### src/rtl/conversor_int_flt_pkg.sv
`default_nettype none
// ============================================================================
//  Module      : conversor_int_flt_pkg
//  Description : Shared FSM encoding and exponent constants for the
//                integer-to-float converter.
//  Revision    : 1.0 - initial release
// ============================================================================
package conversor_int_flt_pkg;

    localparam logic [1:0] ST_IDLE  = 2'd0;
    localparam logic [1:0] ST_NORM  = 2'd1;
    localparam logic [1:0] ST_ROUND = 2'd2;
    localparam logic [1:0] ST_DONE  = 2'd3;

    localparam logic [7:0] BIAS     = 8'd127;
    // Exponent of a value whose leading one sits at bit 31
    localparam logic [7:0] EXP_TOPO = BIAS + 8'd31;

endpackage
`default_nettype wire

### src/rtl/conversor_int_flt_arredondador.sv
`default_nettype none
// ============================================================================
//  Module      : arredondador_rne
//  Description : Round-to-nearest-even of a normalised 32-bit magnitude down
//                to a 23-bit fraction, with exponent carry on overflow.
//  Revision    : 1.0 - initial release
// ============================================================================
module arredondador_rne (
    input  logic [31:0] mag,
    input  logic [7:0]  exponent,
    output logic [22:0] fraction,
    output logic [7:0]  exponent_adj
);

    logic        w_lsb;
    logic        w_guard;
    logic        w_sticky;
    logic        w_inc;
    logic [23:0] w_sum;
    // Bit 31 is the implicit leading one and never reaches the fraction
    logic        w_unused_lead;

    assign w_unused_lead = mag[31];
    assign w_lsb         = mag[8];
    assign w_guard       = mag[7];
    assign w_sticky      = |mag[6:0];
    assign w_inc         = w_guard & (w_sticky | w_lsb);
    assign w_sum         = {1'b0, mag[30:8]} + {23'd0, w_inc};

    always_comb begin
        fraction     = w_sum[22:0];
        exponent_adj = exponent;
        if (w_sum[23]) begin
            fraction     = 23'd0;
            exponent_adj = exponent + 8'd1;
        end
    end

endmodule
`default_nettype wire

### src/rtl/conversor_int_flt.sv
`default_nettype none
// ============================================================================
//  Module      : conversor_int_flt
//  Description : Multi-cycle 32-bit signed/unsigned integer to IEEE-754
//                single-precision converter (shift-normalise, then RNE).
//  Revision    : 1.0 - initial release
// ============================================================================
module conversor_int_flt
    import conversor_int_flt_pkg::*;
(
    input  logic        clk,
    input  logic        reset,
    input  logic [31:0] a,
    input  logic        com_sinal,
    input  logic        start,
    output logic [31:0] s,
    output logic        finish
);

    logic [1:0]  r_state;
    logic [31:0] r_mag;
    logic [7:0]  r_exp;
    logic        r_sign;
    logic [31:0] r_s;
    logic        r_finish;

    logic        w_sign_in;
    logic [31:0] w_mag_in;
    logic [22:0] w_frac;
    logic [7:0]  w_exp_rnd;

    // Negating 0x80000000 wraps to itself, which is the correct magnitude
    assign w_sign_in = com_sinal & a[31];
    assign w_mag_in  = w_sign_in ? (~a + 32'd1) : a;

    arredondador_rne u_rne (
        .mag          (r_mag),
        .exponent     (r_exp),
        .fraction     (w_frac),
        .exponent_adj (w_exp_rnd)
    );

    always_ff @(posedge clk or posedge reset) begin
        if (reset) begin
            r_state  <= ST_IDLE;
            r_mag    <= 32'd0;
            r_exp    <= 8'd0;
            r_sign   <= 1'b0;
            r_s      <= 32'd0;
            r_finish <= 1'b0;
        end else begin
            r_finish <= 1'b0;
            case (r_state)
                ST_IDLE: begin
                    if (start) begin
                        r_sign <= w_sign_in;
                        r_mag  <= w_mag_in;
                        r_exp  <= EXP_TOPO;
                        if (w_mag_in == 32'd0) begin
                            r_s     <= 32'd0;
                            r_state <= ST_DONE;
                        end else begin
                            r_state <= ST_NORM;
                        end
                    end
                end
                ST_NORM: begin
                    if (!r_mag[31]) begin
                        r_mag <= {r_mag[30:0], 1'b0};
                        r_exp <= r_exp - 8'd1;
                    end else begin
                        r_state <= ST_ROUND;
                    end
                end
                ST_ROUND: begin
                    r_s     <= {r_sign, w_exp_rnd, w_frac};
                    r_state <= ST_DONE;
                end
                ST_DONE: begin
                    r_finish <= 1'b1;
                    r_state  <= ST_IDLE;
                end
                default: r_state <= ST_IDLE;
            endcase
        end
    end

    assign s      = r_s;
    assign finish = r_finish;

endmodule
`default_nettype wire

### config.mk
export PLATFORM = sky130hd
export DESIGN_NAME = conversor_int_flt
export DESIGN_NICKNAME = d
export VERILOG_FILES = /design/src/rtl/conversor_int_flt_pkg.sv /design/src/rtl/conversor_int_flt_arredondador.sv /design/src/rtl/conversor_int_flt.sv
export SDC_FILE = /design/constraint.sdc
export NUM_CORES = 1
export LEC_CHECK = 0
export BUFFER_PORTS_ARGS = -buffer_cell sky130_fd_sc_hd__buf_2
export CAP_MARGIN = 30
export CORE_MARGIN = 2
export CORE_UTILIZATION = 55
export DETAILED_ROUTE_END_ITERATION = 8
export GPL_TIMING_DRIVEN = 0
export PLACE_DENSITY = 0.76
export REMOVE_ABC_BUFFERS = 1
export SETUP_SLACK_MARGIN = 0.5
export SLEW_MARGIN = 20
export SYNTH_ARGS = -nofsm -noshare
export SYNTH_HDL_FRONTEND = slang
export SYNTH_SLANG_ARGS = --single-unit
### constraint.sdc
create_clock -name clk -period 7.9 [get_ports clk]
set_input_delay 0.395 -clock clk [delete_from_list [all_inputs] [get_ports clk]]
set_output_delay 0.395 -clock clk [all_outputs]
set_load 0.01 [all_outputs]
==> results.yml <==
cts:
  cts.htree.levels: 3
  clock_latency_ps: 350
  post_cts_buffers: 0
  cts_buffer_depth: 2
  clkTransAtPathRegs_ps: 80
  cts_resized: 0
  cts_buffers: 9
  clock_sinks: 76
  root_buffer: "clkbuf_8"
  cts_hold_buffers: 0
  cts_tree: "built"
placed_design:
  io_buffer_count: 68
  placed_area_um2: 5910
  dp.cells: 782
  place_ws_ps: 3690
  globalplace.congestion: 0.932
  hpwlAfterDp_um: 10100
synth:
  synthCells: 625
  ys_seq_area_share_pct: 34.0
  syn_avg_cell_area_um2: 8.95
  ys_types: 68
  synth_ff_type: "dfrtp_1"
  synth-seq-cells: 76
  syn_area_um2: 5590
  yosys_warnings: 0
  synthArstFlopShare_pct: 100
  synth_edf_count: 0
timing:
  period_share_pct: 45.8
  slew_viol_final: 0
  fin_setup_tns_ps: 0
  hold_viol: 0
  setup_viol: 0
  setup_ws_ps: 4280
  fin_hold_ws_ps: 35.9
  min_period_ps: 3620
  slew_headroom_pct: 39.8
  worst_slew_pin_slew_ps: 901
  clock_skew_ps: 4.73
  fmax_ghz: 0.276
  rsz0062_at_grt: "no"
route:
  drtPass1Iterations: 5
  drc: 0
  drtAntennaViolNets: 0
  num_vias: 5061
  drt-initial-drc-count: 294
  wl_per_cell_um: 17.5
  wirelength_um: 14000
  viasPerCell: 6.33
layout:
  fin_area_um2: 6120
  layout.nets: 707
  fin_cells: 800
  areaGrowthSynthToFinish_pct: 9.51
  final_common_cell: "dfrtp_1"
  drive_gt1_share_pct: 22.8
  layout_common_cells: "dfrtp_1, buf_2, nand2_1"
  diodes: 0
  postLayoutCoreUtil_pct: 62.4
flow_run:
  max-cap-violations: 0
die:
  dieWidth_um: 105
  die_y_um: 105
  start_util_pct: 57.0
  ioPinCount: 69
  core_um2: 9820
  rows: 36
  dieArea_um2: 11000
worst_setup_path:
  crit_path_end_kind: "flop"
  rr_worst_depth: 8
  required_ps: 8150
  reg2reg_to: "s[28]"
  arrival_ps: 3860
  r2r_slack_ps: 4550
  critical_path_class: "in2reg"
  crit_fanout: 20
  start_kind: "input port"
  r2r_start: "r_mag[10]"
global_route:
  grt_pass1_wl_um: 22900
  grt_overflow: 0
  grt_pass1_vias: 4590
  grt_max_degree: 56
  antenna_found_initial: 0
  grtUsageTotal_pct: 25.8
power_and_ir_drop:
  p_total_mw: 1.93
  leakagePower_nw: 2.42
  power_density_nw_per_um2: 314
  ir_drop_uv: 149
min_path:
  worstHoldPathType: "in2async"
outcome:
  status: "complete, no violations"
[Yosys cell counts, types with 5 or more instances]
master | count | area share (%)
a31oi_1 | 15 | 1.7
nor3_1 | 16 | 1.4
dfrtp_1 | 76 | 34
nand3_1 | 32 | 2.9
mux2_2 | 8 | 1.6
xnor2_1 | 29 | 4.5
buf_6 | 11 | 2.2
or2_2 | 6 | 0.67
o41ai_1 | 6 | 0.94
o21ai_0 | 44 | 3.9
nor2_1 | 53 | 3.6
or4_1 | 7 | 0.94
or3_1 | 8 | 0.89
nand4_1 | 14 | 1.6
a41oi_1 | 5 | 0.78
and3_1 | 7 | 0.78
nand2_1 | 66 | 4.4
a21oi_1 | 21 | 1.9
xor2_1 | 28 | 4.4
and4_1 | 6 | 0.94
o2bb2ai_2 | 31 | 8.3
nor4_1 | 10 | 1.1
clkbuf_1 | 28 | 1.9
inv_1 | 15 | 1.0
ha_1 | 8 | 1.8
[per-layer routing]
metal	track usage [%]	up-vias	share of wire [%]
met5	0	-	0
met4	6.95	0	1.5
met3	3.31	22	6.1
met2	42.9	182	48
met1	35.5	2477	45
li1	-	2380	-
[flip-flops by register name, summed over array words and instances (netlist names)]
signal   flops
r_sign       1
r_exp        8
r_mag       32
finish       1
r_state      2
s           32
[cell families after synthesis]
family / count (synthesis) / share of synthesized area (%)
adder cells (fa/ha/maj): 8 / 1.79
AO/OA/AOI/OAI: 161 / 24.3
multiplexers: 11 / 2.15
AND/OR/NAND/NOR: 248 / 22.5
XOR/XNOR: 58 / 9.22
flip-flops: 76 / 34.0
buffers and inverters: 63 / 6.08
[power by group]
group          internal (mW)  switching (mW)
combinational          0.402           0.525
clock                  0.128           0.142
sequential             0.551           0.177
total                   1.08           0.844
[how the worst max path moves through the flow]
stage                 end  startpoint  cells after the start
floorplan           s[31]        a[3]                      8
global placement    s[31]        a[3]                      9
detailed placement   s[6]        a[3]                      9
CTS                  s[6]        a[3]                      9
global route        s[31]        a[1]                     12
finish              s[31]        a[3]                     10
[layout make-up]
class	count	area, um^2
inverters	15	58.8
clock buffers	11	151
clock inverters	4	25.0
multi-input cells	486	3360
fillers	876	3690
repair buffers	75	459
well taps	133	166
flip-flops and latches	76	1900
[worst max-delay path: stages]
cell,delay [ps]
buf_2,140
or4_4,590
or3_4,500
a2111o_1,420
a211oi_2,280
o2111ai_2,230
nor4_1,540
o21ai_4,290
buf_16,250
a32o_1,200
Note: power is estimated with default switching activity, not from simulation.
